File: config.mk
export PLATFORM = sky130hd
export DESIGN_NAME = mem_access_sequencer_flat
export DESIGN_NICKNAME = d
export VERILOG_FILES = /design/src/rtl/mem_seq_pkg.sv /design/src/rtl/mem_access_sequencer_if.sv /design/src/rtl/mem_seq_arb.sv /design/src/rtl/mem_access_sequencer.sv /design/src/flat_wrapper.sv
export SDC_FILE = /design/constraint.sdc
export NUM_CORES = 1
export LEC_CHECK = 0
export BUFFER_PORTS_ARGS = -buffer_cell sky130_fd_sc_hd__buf_4
export CORE_MARGIN = 2
export CORE_UTILIZATION = 40
export CTS_BUF_LIST = sky130_fd_sc_hd__clkbuf_4 sky130_fd_sc_hd__clkbuf_8
export DETAILED_ROUTE_END_ITERATION = 8
export PLACE_DENSITY_LB_ADDON = 0.3
export RECOVER_POWER = 100
export SYNTH_ARGS = -nofsm -noshare
export SYNTH_HDL_FRONTEND = slang
export SYNTH_SLANG_ARGS = --single-unit
File: constraint.sdc
create_clock -name clk -period 3.3 [get_ports clk]
set_input_delay 0.33 -clock clk [delete_from_list [all_inputs] [get_ports clk]]
set_output_delay 0.33 -clock clk [all_outputs]
set_load 0.1 [all_outputs]
File: src/rtl/mem_seq_pkg.sv
// Shared types and constants for the core-memory access sequencer.
package mem_seq_pkg;

  typedef enum logic [2:0] {
    ST_IDLE,
    ST_SEL,
    ST_READ,
    ST_REGEN,
    ST_DONE
  } seq_state_t;

  localparam int MOD_W = 2;
  localparam int SEC_W = 2;
  localparam int ADR_W = 8;
  localparam int CNT_W = 3;

  // Module index to select-line mapping (MZON, MTTN, MFFN, MSSN)
  localparam logic [MOD_W-1:0] MOD_ZO = 2'b00;
  localparam logic [MOD_W-1:0] MOD_TT = 2'b01;
  localparam logic [MOD_W-1:0] MOD_FF = 2'b10;
  localparam logic [MOD_W-1:0] MOD_SS = 2'b11;

  localparam int DEF_READ_CYC  = 2;
  localparam int DEF_REGEN_CYC = 2;

endpackage

File: src/rtl/mem_access_sequencer_if.sv
// Requester + core-memory bus bundle for mem_access_sequencer.
// DUPLEX_EN adds the partner sense word and the duplex mismatch pulse.
interface mem_access_sequencer_if #(
  parameter int WORD_W = 26
);
  import mem_seq_pkg::*;

  logic              ireq;
  logic [MOD_W-1:0]  imod;
  logic [SEC_W-1:0]  isec;
  logic [ADR_W-1:0]  iadr;
  logic              dreq;
  logic              dwe;
  logic [MOD_W-1:0]  dmod;
  logic [SEC_W-1:0]  dsec;
  logic [ADR_W-1:0]  dadr;
  logic [WORD_W-1:0] dwdata;
  logic [WORD_W-1:0] mdo_a;
  logic              ignt, dgnt, iack, dack;
  logic [WORD_W-1:0] rdata;
  logic              mzon, mttn, mffn, mssn;
  logic              secan, secbn;
  logic [ADR_W-1:0]  madr;
  logic              mrd, mwr;
  logic [WORD_W-1:0] mdi;
`ifdef DUPLEX_EN
  logic [WORD_W-1:0] mdo_b;
  logic              duperr;
`endif

  modport master (
`ifdef DUPLEX_EN
    output mdo_b, input duperr,
`endif
    output ireq, imod, isec, iadr, dreq, dwe, dmod, dsec, dadr, dwdata, mdo_a,
    input  ignt, dgnt, iack, dack, rdata, mzon, mttn, mffn, mssn,
    input  secan, secbn, madr, mrd, mwr, mdi
  );

  modport slave (
`ifdef DUPLEX_EN
    input mdo_b, output duperr,
`endif
    input  ireq, imod, isec, iadr, dreq, dwe, dmod, dsec, dadr, dwdata, mdo_a,
    output ignt, dgnt, iack, dack, rdata, mzon, mttn, mffn, mssn,
    output secan, secbn, madr, mrd, mwr, mdi
  );

endinterface

File: src/rtl/mem_seq_arb.sv
// Two-way round-robin arbiter between instruction and data requesters.
module mem_seq_arb (
  input  logic clk,
  input  logic rst,
  input  logic en,
  input  logic ireq,
  input  logic dreq,
  output logic gnt_i,
  output logic gnt_d
);

  // Starts as "data granted last" so the instruction side wins the first tie
  logic last_i_reg;

  always_comb begin
    gnt_i = 1'b0;
    gnt_d = 1'b0;
    if (en) begin
      if (ireq && dreq) begin
        gnt_i = ~last_i_reg;
        gnt_d = last_i_reg;
      end else begin
        gnt_i = ireq;
        gnt_d = dreq;
      end
    end
  end

  always_ff @(posedge clk) begin
    if (rst) begin
      last_i_reg <= 1'b0;
    end else if (gnt_i) begin
      last_i_reg <= 1'b1;
    end else if (gnt_d) begin
      last_i_reg <= 1'b0;
    end
  end

endmodule

File: src/rtl/mem_access_sequencer.sv
// Core-memory cycle sequencer: arbitration, selects, destructive read, regenerate.
// Define DUPLEX_EN to drive the partner module in parallel and flag mismatches.
module mem_access_sequencer
  import mem_seq_pkg::*;
#(
  parameter int READ_CYC  = DEF_READ_CYC,
  parameter int REGEN_CYC = DEF_REGEN_CYC,
  parameter int WORD_W    = 26
) (
  input logic clk,
  input logic rst,
  mem_access_sequencer_if.slave bus
);

  seq_state_t        state_reg, state_next;
  logic [CNT_W-1:0]  cnt_reg, cnt_next;
  logic              is_i_reg, we_reg;
  logic [MOD_W-1:0]  mod_reg;
  logic [SEC_W-1:0]  sec_reg;
  logic [ADR_W-1:0]  adr_reg;
  logic [WORD_W-1:0] wdata_reg, rd_a_reg;
  logic              arb_gi, arb_gd;
  logic              active, read_last;
  logic [3:0]        sel_n;

  mem_seq_arb u_arb (
    .clk   (clk),
    .rst   (rst),
    .en    (state_reg == ST_IDLE),
    .ireq  (bus.ireq),
    .dreq  (bus.dreq),
    .gnt_i (arb_gi),
    .gnt_d (arb_gd)
  );

  assign active    = (state_reg != ST_IDLE);
  assign read_last = (state_reg == ST_READ) && (cnt_reg == CNT_W'(READ_CYC - 1));

  always_comb begin
    state_next = state_reg;
    cnt_next   = '0;
    case (state_reg)
      ST_IDLE:  if (arb_gi || arb_gd) state_next = ST_SEL;
      ST_SEL:   state_next = ST_READ;
      ST_READ: begin
        if (read_last) state_next = ST_REGEN;
        else           cnt_next   = cnt_reg + 1'b1;
      end
      ST_REGEN: begin
        if (cnt_reg == CNT_W'(REGEN_CYC - 1)) state_next = ST_DONE;
        else                                  cnt_next   = cnt_reg + 1'b1;
      end
      ST_DONE:  state_next = ST_IDLE;
      default:  state_next = ST_IDLE;
    endcase
  end

  always_ff @(posedge clk) begin
    if (rst) begin
      state_reg <= ST_IDLE;
      cnt_reg   <= '0;
      is_i_reg  <= 1'b0;
      we_reg    <= 1'b0;
      mod_reg   <= '0;
      sec_reg   <= '0;
      adr_reg   <= '0;
      wdata_reg <= '0;
      rd_a_reg  <= '0;
    end else begin
      state_reg <= state_next;
      cnt_reg   <= cnt_next;
      if (arb_gi || arb_gd) begin
        is_i_reg  <= arb_gi;
        we_reg    <= arb_gd & bus.dwe;
        mod_reg   <= arb_gi ? bus.imod : bus.dmod;
        sec_reg   <= arb_gi ? bus.isec : bus.dsec;
        adr_reg   <= arb_gi ? bus.iadr : bus.dadr;
        wdata_reg <= bus.dwdata;
      end
      if (read_last) rd_a_reg <= bus.mdo_a;
    end
  end

  // One active-low select per module; duplex also pulls the XOR-1 partner low
  genvar gi;
  for (gi = 0; gi < 4; gi++) begin : g_sel
    localparam logic [MOD_W-1:0] GI = MOD_W'(gi);
`ifdef DUPLEX_EN
    assign sel_n[gi] = ~(active && (mod_reg[1] == GI[1]));
`else
    assign sel_n[gi] = ~(active && (mod_reg == GI));
`endif
  end

  assign bus.mzon  = sel_n[MOD_ZO];
  assign bus.mttn  = sel_n[MOD_TT];
  assign bus.mffn  = sel_n[MOD_FF];
  assign bus.mssn  = sel_n[MOD_SS];
  assign bus.secan = active ? ~sec_reg[0] : 1'b1;
  assign bus.secbn = active ? ~sec_reg[1] : 1'b1;
  assign bus.madr  = active ? adr_reg : '0;

  assign bus.ignt  = (state_reg == ST_SEL)  &&  is_i_reg;
  assign bus.dgnt  = (state_reg == ST_SEL)  && !is_i_reg;
  assign bus.iack  = (state_reg == ST_DONE) &&  is_i_reg;
  assign bus.dack  = (state_reg == ST_DONE) && !is_i_reg;
  assign bus.mrd   = (state_reg == ST_READ);
  assign bus.mwr   = (state_reg == ST_REGEN);
  assign bus.mdi   = bus.mwr ? (we_reg ? wdata_reg : rd_a_reg) : '0;
  assign bus.rdata = rd_a_reg;

`ifdef DUPLEX_EN
  logic [WORD_W-1:0] rd_b_reg;

  always_ff @(posedge clk) begin
    if (rst)            rd_b_reg <= '0;
    else if (read_last) rd_b_reg <= bus.mdo_b;
  end

  assign bus.duperr = (state_reg == ST_DONE) && (rd_a_reg != rd_b_reg);
`endif

endmodule

File: src/flat_wrapper.sv
// flat-port wrapper written by rule: the top's interface ports become plain ports
module mem_access_sequencer_flat import mem_seq_pkg::*;
#(
  parameter int READ_CYC  = DEF_READ_CYC,
  parameter int REGEN_CYC = DEF_REGEN_CYC,
  parameter int WORD_W    = 26
)
  (clk, rst, bus_ireq, bus_imod, bus_isec, bus_iadr, bus_dreq, bus_dwe, bus_dmod, bus_dsec, bus_dadr, bus_dwdata, bus_mdo_a, bus_ignt, bus_dgnt, bus_iack, bus_dack, bus_rdata, bus_mzon, bus_mttn, bus_mffn, bus_mssn, bus_secan, bus_secbn, bus_madr, bus_mrd, bus_mwr, bus_mdi);
  mem_access_sequencer_if #(.WORD_W(WORD_W)) bus_i ();
  input logic clk;
  input logic rst;
  input wire logic [$bits(bus_i.ireq)-1:0] bus_ireq;
  input wire logic [$bits(bus_i.imod)-1:0] bus_imod;
  input wire logic [$bits(bus_i.isec)-1:0] bus_isec;
  input wire logic [$bits(bus_i.iadr)-1:0] bus_iadr;
  input wire logic [$bits(bus_i.dreq)-1:0] bus_dreq;
  input wire logic [$bits(bus_i.dwe)-1:0] bus_dwe;
  input wire logic [$bits(bus_i.dmod)-1:0] bus_dmod;
  input wire logic [$bits(bus_i.dsec)-1:0] bus_dsec;
  input wire logic [$bits(bus_i.dadr)-1:0] bus_dadr;
  input wire logic [$bits(bus_i.dwdata)-1:0] bus_dwdata;
  input wire logic [$bits(bus_i.mdo_a)-1:0] bus_mdo_a;
  output wire logic [$bits(bus_i.ignt)-1:0] bus_ignt;
  output wire logic [$bits(bus_i.dgnt)-1:0] bus_dgnt;
  output wire logic [$bits(bus_i.iack)-1:0] bus_iack;
  output wire logic [$bits(bus_i.dack)-1:0] bus_dack;
  output wire logic [$bits(bus_i.rdata)-1:0] bus_rdata;
  output wire logic [$bits(bus_i.mzon)-1:0] bus_mzon;
  output wire logic [$bits(bus_i.mttn)-1:0] bus_mttn;
  output wire logic [$bits(bus_i.mffn)-1:0] bus_mffn;
  output wire logic [$bits(bus_i.mssn)-1:0] bus_mssn;
  output wire logic [$bits(bus_i.secan)-1:0] bus_secan;
  output wire logic [$bits(bus_i.secbn)-1:0] bus_secbn;
  output wire logic [$bits(bus_i.madr)-1:0] bus_madr;
  output wire logic [$bits(bus_i.mrd)-1:0] bus_mrd;
  output wire logic [$bits(bus_i.mwr)-1:0] bus_mwr;
  output wire logic [$bits(bus_i.mdi)-1:0] bus_mdi;
  assign bus_i.ireq = bus_ireq;
  assign bus_i.imod = bus_imod;
  assign bus_i.isec = bus_isec;
  assign bus_i.iadr = bus_iadr;
  assign bus_i.dreq = bus_dreq;
  assign bus_i.dwe = bus_dwe;
  assign bus_i.dmod = bus_dmod;
  assign bus_i.dsec = bus_dsec;
  assign bus_i.dadr = bus_dadr;
  assign bus_i.dwdata = bus_dwdata;
  assign bus_i.mdo_a = bus_mdo_a;
  assign bus_ignt = bus_i.ignt;
  assign bus_dgnt = bus_i.dgnt;
  assign bus_iack = bus_i.iack;
  assign bus_dack = bus_i.dack;
  assign bus_rdata = bus_i.rdata;
  assign bus_mzon = bus_i.mzon;
  assign bus_mttn = bus_i.mttn;
  assign bus_mffn = bus_i.mffn;
  assign bus_mssn = bus_i.mssn;
  assign bus_secan = bus_i.secan;
  assign bus_secbn = bus_i.secbn;
  assign bus_madr = bus_i.madr;
  assign bus_mrd = bus_i.mrd;
  assign bus_mwr = bus_i.mwr;
  assign bus_mdi = bus_i.mdi;
  mem_access_sequencer #(.READ_CYC(READ_CYC), .REGEN_CYC(REGEN_CYC), .WORD_W(WORD_W)) u_core (.clk(clk), .rst(rst), .bus(bus_i));
endmodule
==> metrics.cfg <==
[outcome]
status=finished, final reports clean

[placement]
placed_area_um2=4800
io_buffers=152
hpwlAfterDp_um=6520
gp_congestion=0.754

[clock_tree]
postCtsHoldBufs=0
cts_tree=yes
post_cts_buffers=0
cts_root_buf=clkbuf_8
clkSinkCount=72
cts_inserted_buffers=9
clock_latency_ns=0.33
path_clk_slew_ns=0.07
cts_htree_levels=3
cts.path.max_buffers=2
cts_resized=0

[pwr]
switching_power_w=0.000809
p_clk_share_pct=27.6
leakage_nw=1.91
peakVddDrop_v=0.000277
p_per_area_nw_per_um2=473
power_frac_seq_pct=44.2
swShare_pct=35.5
combPwrFrac_pct=28.2
internal-power_w=0.00147

[cells_and_area]
layout_commonest_cell=buf_4
syn2layout_area_growth_pct=33.9
filler_cell_count=815
nNetsFinal=637
multi_input_area_um2=1930
final_layout_size_suffix_gt1_share_pct=25.6
diodes=0
regArea_um2=1440
layout_common_cells=buf_4, dfxtp_1, nand2b_1, mux2i_1, clkbuf_1
final_cell_area_um2=4810

[detailed_routing]
wl_met3_um=528
routed_wl_um=9400
vias=3326
wl_met2_um=4480
maxUsedRoutingLayer=met4
drtIter0Drc=153
detail-route-antenna-nets=0
drt_first_pass_iters=5
viasPerCell=4.99
route.detailed.drc=0
wirelength_met1_um=4340
drt-wirelength-per-cell_um=14.1

[global_route]
antenna_found_initial=0
grt_usage_pct=19.0
grt_max_degree=84
grt_pass1_vias=3370
gr-total-overflow=0
grt_pass1_wl_um=15500

[synth]
seq_area_frac_synth_pct=40.1
synth-seq-cells=72
syn_nets=504
synth_warnings=0
syn-cell-area_um2=3590
synth_cell_types=28
avgSynthCellArea_um2=8.54
syn_inst=421

[die]
die_width_um=98.8
start_util_pct=41.2
ios=153
core-area_um2=8720
rows=34
die_h_um=98.8
dieArea_um2=9760

[critical_path]
reg2reg_to=u_core.bus.rdata[17]$_SDFFE_PP0P_
required_ns=2.97
cp-end-kind=output port
critPathSlowestCell=clkbuf_1
crit_start=u_core.state_reg[1]$_SDFFE_PP0P_
r2r-start=u_core.state_reg[1]$_SDFFE_PP0P_
arrival_ns=2.40
cp_cell_sequence=or3_4, nand3_1, clkbuf_1
reg2reg_depth=4
cp-start-kind=flip-flop
crit_end=bus_mssn
critPathMaxFanout=40
cpPeakStageDelay_ns=0.87
critical_path_class=flip-flop to output port
r2r_slack_ns=1.09

[timing]
worstMarginPinSlew_ns=1.41
clock-skew-final_ns=0.00748
period_minus_slack_ns=2.73
grt_setup_unrepaired=false
whs_ns=0.254
setup-tns-final_ns=0
maxSlewHeadroom_pct=6.02
max_freq_ghz=0.367
finalMaxSlewViolations=0
hold_viol=0
period_share_pct=82.7
setup_viol=0

[hold_path]
hold_path.class=input port to flip-flop

[flow_run]
cap_violations=0

-- per-layer routing --
layer	global-route usage, %	vias up
met5	0	-
met4	3.90	0
met3	3.55	8
met2	32.5	111
met1	25.0	1515
li1	-	1692
-- worst min-delay path by stage --
stage,start,to,slack [ns],cells after the start
floorplan,u_core.cnt_reg[0]$_SDFF_PP0_,u_core.cnt_reg[0]$_SDFF_PP0_,0.42,1
global route,bus_mdo_a[23],u_core.bus.rdata[23]$_SDFFE_PP0P_,0.23,3
global placement,u_core.cnt_reg[0]$_SDFF_PP0_,u_core.cnt_reg[0]$_SDFF_PP0_,0.43,1
detailed placement,u_core.cnt_reg[0]$_SDFF_PP0_,u_core.cnt_reg[0]$_SDFF_PP0_,0.45,1
CTS,bus_iadr[6],u_core.adr_reg[6]$_SDFFE_PP0P_,0.24,3
finish,bus_iadr[4],u_core.adr_reg[4]$_SDFFE_PP0P_,0.25,3
-- worst max-delay path: cells and delay by family, from the launching register on --
kind | cells | cell delay (ns)
buffers and inverters | 1 | 0.87
DFF | 1 | 0.43
and+or+nand+nor | 2 | 0.76
-- synth_stat cells --
master / count / area (um^2)
a21oi_1: 27 / 135
a222oi_1: 12 / 120
a31oi_1: 1 / 6.26
a32o_1: 1 / 10.0
and2_1: 8 / 50.1
and3_1: 2 / 12.5
and4bb_2: 1 / 12.5
buf_1: 2 / 7.51
buf_2: 5 / 25.0
buf_6: 1 / 11.3
clkbuf_1: 27 / 101
dfxtp_1: 72 / 1440
ha_1: 2 / 25.0
inv_1: 27 / 101
mux2i_1: 53 / 531
nand2_1: 18 / 67.6
nand2b_1: 55 / 344
nand3_1: 2 / 10.0
nand3b_1: 28 / 210
nor2_1: 36 / 135
nor2b_1: 2 / 12.5
nor3_1: 3 / 15.0
nor4b_1: 2 / 17.5
nor4bb_1: 1 / 10.0
o21ai_0: 29 / 145
or3_1: 1 / 6.26
or3_4: 2 / 22.5
xnor2_1: 1 / 8.76
-- metrics by stage --
stage                     std cells  power, W  setup slack, ns  util, %
final                           667   0.00228            0.572     55.2
after global routing            667   0.00240            0.462     55.2
after CTS                       667   0.00232             1.06     57.0
after detailed placement        651   0.00169             1.38     55.0
after global placement          651   0.00168             1.42     55.0
after floorplan                 421   0.00150            0.528        -
-- power groups by stage --
stage	clock network, W	logic [W]	registers (W)
after CTS	0.000649	0.000666	0.00101
after detailed placement	0	0.000664	0.00103
after global routing	0.000689	0.000691	0.00102
after floorplan	0	0.000478	0.00102
after global placement	0	0.000656	0.00102
final	0.000628	0.000642	0.00101
-- kinds of logic (layout without fill, tap and decap cells) --
group	count (synthesis)	after routing	synth area share, %
fa+ha+maj	2	2	0.696
xor+xnor	1	1	0.244
buf+inv	62	200	6.86
compound gates	70	70	11.6
simple gates	161	161	25.8
mux	53	53	14.8
flops	72	72	40.1
-- final cells by class --
type | instances | share of cell area (%)
Clock buffer | 13 | 3.33
Clock inverter | 3 | 0.364
Inverter | 27 | 2.11
Multi-Input combinational cell | 287 | 40.1
Sequential cell | 72 | 30.0
Tap cell | 108 | 2.81
Timing Repair Buffer | 157 | 21.4
Note: power is estimated with default switching activity, not from simulation.
